### src/rtl/dest_index_sequencer.sv
// Tags incoming payload words with a cycling destination index and buffers
// {index, data} pairs in a small FIFO for a downstream one-hot decoder.
module dest_index_sequencer #(
  parameter int indexLen  = 3,
  parameter int dataLen   = 16,
  parameter int fifoDepth = 4
) (
  input  logic                clk,
  input  logic                reset,
  input  logic                start,
  input  logic [indexLen:0]   numDest,
  input  logic [15:0]         totalWords,
  input  logic [dataLen-1:0]  in_data,
  input  logic                in_valid,
  output logic                in_ready,
  output logic [indexLen-1:0] out_index,
  output logic [dataLen-1:0]  out_data,
  output logic                out_valid,
  input  logic                out_ready,
  output logic                busy,
  output logic                done
);

  localparam int AW = (fifoDepth > 1) ? $clog2(fifoDepth) : 1;
  localparam int NW = indexLen + 1;
  localparam int EW = indexLen + dataLen;
  localparam logic [AW:0] FullCount = (AW+1)'(fifoDepth);

  typedef enum logic [1:0] {IDLE, RUN, DRAIN, DONE} state_t;

  state_t              state_q, state_d;
  logic [indexLen:0]   num_dest_q, num_dest_d;
  logic [15:0]         total_q, total_d;
  logic [indexLen-1:0] idx_q, idx_d;
  logic [15:0]         wcnt_q, wcnt_d;
  logic [AW-1:0]       wr_ptr_q, wr_ptr_d;
  logic [AW-1:0]       rd_ptr_q, rd_ptr_d;
  logic [AW:0]         count_q, count_d;

  logic [EW-1:0] mem [fifoDepth];

  logic push, pop, fifo_full, idx_wrap, last_word;

  assign fifo_full = (count_q == FullCount);
  assign in_ready  = (state_q == RUN) && !fifo_full;
  assign out_valid = (count_q != '0);
  assign push      = in_valid && in_ready;
  assign pop       = out_valid && out_ready;
  assign busy      = (state_q != IDLE);
  assign done      = (state_q == DONE);

  // Head is read combinationally; gated so an empty FIFO (incl. reset) presents zeros.
  assign {out_index, out_data} = out_valid ? mem[rd_ptr_q] : '0;

  // numDest==0 means the full index range, which wraps on its own.
  assign idx_wrap  = (num_dest_q != '0) && ({1'b0, idx_q} == (num_dest_q - NW'(1)));
  assign last_word = (wcnt_q == (total_q - 16'd1));

  always_comb begin
    state_d    = state_q;
    num_dest_d = num_dest_q;
    total_d    = total_q;
    idx_d      = idx_q;
    wcnt_d     = wcnt_q;
    case (state_q)
      IDLE: begin
        if (start) begin
          num_dest_d = numDest;
          total_d    = totalWords;
          idx_d      = '0;
          wcnt_d     = '0;
          state_d    = (totalWords == 16'd0) ? DONE : RUN;
        end
      end
      RUN: begin
        if (push) begin
          idx_d  = idx_wrap ? '0 : idx_q + indexLen'(1);
          wcnt_d = wcnt_q + 16'd1;
          if (last_word) state_d = DRAIN;
        end
      end
      DRAIN: begin
        if (count_q == '0) state_d = DONE;
      end
      DONE: state_d = IDLE;
      default: state_d = IDLE;
    endcase
  end

  always_comb begin
    wr_ptr_d = push ? wr_ptr_q + AW'(1) : wr_ptr_q;
    rd_ptr_d = pop  ? rd_ptr_q + AW'(1) : rd_ptr_q;
    count_d  = count_q;
    case ({push, pop})
      2'b10:   count_d = count_q + (AW+1)'(1);
      2'b01:   count_d = count_q - (AW+1)'(1);
      default: count_d = count_q;
    endcase
  end

  always_ff @(posedge clk or posedge reset) begin
    if (reset) begin
      state_q    <= IDLE;
      num_dest_q <= '0;
      total_q    <= '0;
      idx_q      <= '0;
      wcnt_q     <= '0;
      wr_ptr_q   <= '0;
      rd_ptr_q   <= '0;
      count_q    <= '0;
    end else begin
      state_q    <= state_d;
      num_dest_q <= num_dest_d;
      total_q    <= total_d;
      idx_q      <= idx_d;
      wcnt_q     <= wcnt_d;
      wr_ptr_q   <= wr_ptr_d;
      rd_ptr_q   <= rd_ptr_d;
      count_q    <= count_d;
    end
  end

  // Storage needs no reset: occupancy alone decides what is visible.
  always_ff @(posedge clk) begin
    if (push) mem[wr_ptr_q] <= {idx_q, in_data};
  end

endmodule

### config.mk
export PLATFORM = sky130hd
export DESIGN_NAME = dest_index_sequencer
export DESIGN_NICKNAME = d
export VERILOG_FILES = /design/src/rtl/dest_index_sequencer.sv
export SDC_FILE = /design/constraint.sdc
export NUM_CORES = 1
export LEC_CHECK = 0
export BUFFER_PORTS_ARGS = -buffer_cell sky130_fd_sc_hd__buf_4
export CORE_ASPECT_RATIO = 1.2
export CORE_UTILIZATION = 40
export CTS_BUF_LIST = sky130_fd_sc_hd__clkbuf_4
export CTS_CLUSTER_DIAMETER = 150
export CTS_CLUSTER_SIZE = 40
export DETAILED_ROUTE_END_ITERATION = 7
export GPL_ROUTABILITY_DRIVEN = 0
export GPL_TIMING_DRIVEN = 0
export REMOVE_ABC_BUFFERS = 1
export SLEW_MARGIN = 20
export SYNTH_ARGS = -nofsm -noshare
export SYNTH_HDL_FRONTEND = slang
export SYNTH_SLANG_ARGS = --single-unit
### constraint.sdc
create_clock -name clk -period 2.02 [get_ports clk]
set_input_delay 0.202 -clock clk [delete_from_list [all_inputs] [get_ports clk]]
set_output_delay 0.202 -clock clk [all_outputs]
set_load 0.01 [all_outputs]
==> impl_metrics.prom <==
# TYPE chip_impl_metric gauge
chip_impl_metric{name="clock_tree.buffer_depth",unit=""} 2
chip_impl_info{name="rr_startpoint",value="total_q[1]$_DFFE_PP0P_"} 1
chip_impl_metric{name="placed_cell_area",unit="um2"} 6410
chip_impl_metric{name="number_of_enable_type_register_cells_in_the_synthesized_netlist",unit=""} 76
chip_impl_metric{name="multi_input_logic_area",unit="um2"} 2420
chip_impl_metric{name="static-leakage-power",unit="nW"} 3.02
chip_impl_metric{name="setup-violations-final",unit=""} 25
chip_impl_metric{name="largest_net_degree_at_the_start_of_global_routing",unit=""} 26
chip_impl_metric{name="wl_cell",unit="um"} 16.5
chip_impl_info{name="post-synth-top-count-cell",value="sky130_fd_sc_hd__edfxtp_1"} 1
chip_impl_metric{name="critPathBufInv",unit=""} 2
chip_impl_info{name="yosysTopAreaCell",value="sky130_fd_sc_hd__edfxtp_1"} 1
chip_impl_metric{name="synth-seq-area-share",unit=""} 0.606
chip_impl_metric{name="placement_rows",unit=""} 47
chip_impl_metric{name="muxShareOfSynthArea",unit=""} 0.121
chip_impl_metric{name="synth.avg_cell_area",unit="um2"} 14.0
chip_impl_info{name="critPathSlowestCell",value="sky130_fd_sc_hd__mux4_2"} 1
chip_impl_metric{name="synth_largest_type_area_fraction",unit=""} 0.397
chip_impl_info{name="setup.worst_path.end_class",value="output pin"} 1
chip_impl_metric{name="tritoncts.num_buffers",unit=""} 17
chip_impl_info{name="status",value="finished with violations"} 1
chip_impl_metric{name="die-height",unit="um"} 133
chip_impl_metric{name="grt_first_pass_wirelength",unit="um"} 19200
chip_impl_metric{name="fin_skew",unit="ps"} 9.15
chip_impl_metric{name="first_pass_iters",unit=""} 7
chip_impl_metric{name="pwr_density_cell",unit="nW/um2"} 1380
chip_impl_metric{name="clock_sink_count",unit=""} 124
chip_impl_metric{name="floorplan_core_area",unit="um2"} 13900
chip_impl_info{name="largest_cells_by_area_after_synthesis",value="sky130_fd_sc_hd__edfxtp_1, sky130_fd_sc_hd__dfrtp_1, sky130_fd_sc_hd__mux4_2"} 1
chip_impl_info{name="cp-startpoint",value="rd_ptr_q[0]$_DFFE_PP0P_"} 1
chip_impl_metric{name="synth_compound_gate_area_share",unit=""} 0.0388
chip_impl_metric{name="clk_transition_reported_paths",unit="ps"} 110
chip_impl_info{name="timing.critical_path.cells",value="buf_12 > mux4_2 > and2_1 > buf_4"} 1
chip_impl_metric{name="synthDistinctLibCells",unit=""} 48
chip_impl_metric{name="final_antenna_net_count",unit=""} 0
chip_impl_metric{name="synthAdderAreaFrac",unit=""} 0.0340
chip_impl_metric{name="worstPathMaxFanout",unit=""} 11
chip_impl_metric{name="finish.net_count",unit=""} 605
chip_impl_metric{name="drt-initial-drc-count",unit=""} 206
chip_impl_metric{name="final-hold-violation-count",unit=""} 0
chip_impl_metric{name="initial_core_util",unit=""} 0.412
chip_impl_metric{name="post_synth_xor_area_fraction",unit=""} 0.0655
chip_impl_info{name="rsz0062_at_grt",value="true"} 1
chip_impl_metric{name="flow.area_growth_from_synthesis",unit="%"} 34.3
chip_impl_metric{name="post_layout_nonfiller_instances",unit=""} 733
chip_impl_metric{name="period_minus_slack",unit="ps"} 2140
chip_impl_metric{name="fin_util",unit=""} 0.554
chip_impl_metric{name="detail_route.vias_per_cell",unit=""} 5.12
chip_impl_info{name="yosys_most_used_dff",value="sky130_fd_sc_hd__edfxtp_1"} 1
chip_impl_metric{name="overflow",unit=""} 0
chip_impl_info{name="worst-setup-path-type",value="reg -> out"} 1
chip_impl_metric{name="cpPeakStageDelay",unit="ps"} 490
chip_impl_metric{name="vdd.ir_drop.worst",unit="mV"} 0.614
chip_impl_info{name="timing.critical_path.max_delay_family",value="multiplexers"} 1
chip_impl_info{name="cts_tree",value="done"} 1
chip_impl_metric{name="transition_time_at_the_pin_with_the_least_slew_margin",unit="ps"} 567
chip_impl_metric{name="antenna_found_initial",unit=""} 0
chip_impl_metric{name="fin_ws",unit="ps"} -124
chip_impl_metric{name="route.final.wire_length",unit="um"} 12100
chip_impl_info{name="worstHoldStart",value="out_ready"} 1
chip_impl_metric{name="buffer_ports.inserted",unit=""} 63
chip_impl_metric{name="pin_count",unit=""} 64
chip_impl_metric{name="dp_hpwl",unit="um"} 7600
chip_impl_metric{name="clock_latency",unit="ps"} 520
chip_impl_metric{name="synth_simple_gate_area_frac",unit=""} 0.114
chip_impl_metric{name="layout-drive-gt1-share",unit=""} 0.431
chip_impl_metric{name="number_of_global_route_vias_before_repair",unit=""} 3757
chip_impl_metric{name="width_of_the_die",unit="um"} 111
chip_impl_info{name="setup.worst_path.start_class",value="flip-flop"} 1
chip_impl_metric{name="insertedDiodeCount",unit=""} 0
chip_impl_metric{name="max_clock_freq",unit="MHz"} 466
chip_impl_metric{name="grt.total_usage",unit=""} 0.173
chip_impl_info{name="root_driver",value="sky130_fd_sc_hd__clkbuf_4"} 1
chip_impl_metric{name="synth.yosys.warnings",unit=""} 0
chip_impl_metric{name="fin_crit_sh",unit=""} 1.06
chip_impl_metric{name="sequential_cell_area_in_the_final_layout",unit="um2"} 3500
chip_impl_metric{name="critPathArrivalTime",unit="ps"} 1940
chip_impl_metric{name="ys_async_sr_fraction",unit=""} 0.387
chip_impl_info{name="hold_class",value="in -> reg"} 1
chip_impl_metric{name="num-fill-cells",unit=""} 1137
chip_impl_metric{name="yosys_register_bits",unit=""} 124
chip_impl_info{name="synth.cells.most_frequent",value="sky130_fd_sc_hd__edfxtp_1, sky130_fd_sc_hd__dfrtp_1, sky130_fd_sc_hd__and2_1"} 1
chip_impl_metric{name="dp.cells",unit=""} 633
chip_impl_metric{name="h-tree-depth",unit=""} 4
chip_impl_metric{name="vias",unit=""} 3755
chip_impl_metric{name="timing.final.max_slew_violations",unit=""} 0
chip_impl_metric{name="drv_cap",unit=""} 0
chip_impl_metric{name="design_area",unit="um2"} 7720
chip_impl_metric{name="drc",unit=""} 14
chip_impl_metric{name="dp_worst_setup_slack",unit="ps"} -1120
chip_impl_metric{name="combined_area_of_all_synthesized_cells",unit="um2"} 5750
chip_impl_metric{name="postSynthCellCount",unit=""} 411
chip_impl_info{name="dominant_combinational_cell_family_by_area_after_synthesis",value="multiplexers"} 1
chip_impl_info{name="violations",value="design-rule violations, negative setup slack"} 1
chip_impl_metric{name="worst-endpoint-required",unit="ps"} 1820
chip_impl_metric{name="fp.dieArea",unit="um2"} 14800
chip_impl_metric{name="max_slew_margin",unit=""} 0.622
state kept, by name, summed over array words and instances, names as in the netlist:
name        count
state_q         2
wcnt_q         16
mem            76
wr_ptr_q        2
idx_q           3
rd_ptr_q        2
num_dest_q      4
total_q        16
count_q         3
final cells by class:
cell class                 instances  share of cell area
timing repair buffer             130               0.155
sequential                       124               0.453
clock buffer                      19              0.0185
clock inverter                    13              0.0225
multi-input combinational        258               0.314
inverter                          18             0.00908
tap                              171              0.0277
worst reg2reg max path, delay by kind of cell, from the launching register on:
kind | cells | cell delay (ps)
AO/OA/AOI/OAI | 3 | 600
flip-flops | 1 | 430
AND/OR/NAND/NOR | 3 | 610
multiplexers | 1 | 170
adder cells (fa/ha/maj) | 1 | 150
buffers and inverters | 1 | 70
routing by layer:
metal	vias to the layer above	share of wire	track usage
met5	-	0	0
met4	0	0.014	0.0601
met1	1867	0.41	0.197
li1	1794	-	-
met2	84	0.54	0.314
met3	10	0.033	0.0460
cell usage in the layout, fill, tap and decap left out, drive strengths merged, types with 2 or more instances in the layout:
| master | synthesis | final |
|---|---|---|
| nor4 | 6 | 6 |
| inv | 18 | 18 |
| nand4 | 5 | 5 |
| nand2b | 3 | 3 |
| nand3b | 2 | 2 |
| dlygate4sd3 | 0 | 37 |
| xor2 | 18 | 18 |
| xnor2 | 25 | 25 |
| clkbuf | 9 | 19 |
| or3 | 4 | 6 |
| dfrtp | 48 | 48 |
| and3 | 7 | 7 |
| clkinv | 0 | 7 |
| mux2 | 20 | 20 |
| buf | 4 | 93 |
| and2 | 26 | 26 |
| nand2 | 23 | 23 |
| a21oi | 10 | 10 |
| mux4 | 19 | 19 |
| nor2 | 24 | 24 |
| bufinv | 0 | 4 |
| nand4b | 2 | 2 |
| mux2i | 4 | 4 |
| o21ai | 13 | 13 |
| ha | 14 | 14 |
| clkinvlp | 0 | 2 |
| nand3 | 6 | 6 |
| edfxtp | 76 | 76 |
| nor3 | 3 | 3 |
| o31ai | 2 | 2 |
| nor2b | 2 | 2 |
path summary, 6_finish.rpt:
check	end	slack [ps]	cells past startpoint
max in group asynchronous	rd_ptr_q[1]$_DFFE_PP0P_	1200	4
hold / removal	rd_ptr_q[0]$_DFFE_PP0P_	110	4
setup reg to reg	state_q[0]$_DFFE_PP0P_	-120	9
hold reg to reg	num_dest_q[0]$_DFFE_PP0P_	530	1
min in group asynchronous	num_dest_q[2]$_DFFE_PP0P_	300	3
setup / recovery	out_data[6]	-120	4
timing repair:
| item | CTS | global route |
|---|---|---|
| pin swaps | 34 | 12 |
| gates resized for setup | 78 | 37 |
| setup buffers | 20 | 8 |
| endpoints found under the setup margin | 120 | 34 |
| hold buffers | 37 | 0 |
| endpoints found under the hold margin | 109 | 0 |
| gates cloned | 2 | 1 |
report_power, final:
part           switching, W  internal (W)
logic               0.00205       0.00283
clock network      0.000900      0.000996
registers          0.000582       0.00327
total               0.00353       0.00709
metrics by stage:
stage / TNS, ps / hold slack (ps) / total power [W]
6_report: -2190 / 107 / 0.0106
3_3_place_gp: -58100 / 403 / 0.00732
2_1_floorplan: -3280 / 301 / 0.00617
4_1_cts: -4150 / 36.0 / 0.0103
3_5_place_dp: -54300 / 298 / 0.00743
5_1_grt: -5380 / 68.8 / 0.0113
kinds of logic after synthesis:
family,count (synthesis)
flops,124
simple gates,120
xor+xnor,43
mux,43
compound gates,35
buf+inv,31
fa+ha+maj,15
(Power assumes the default switching activity.)
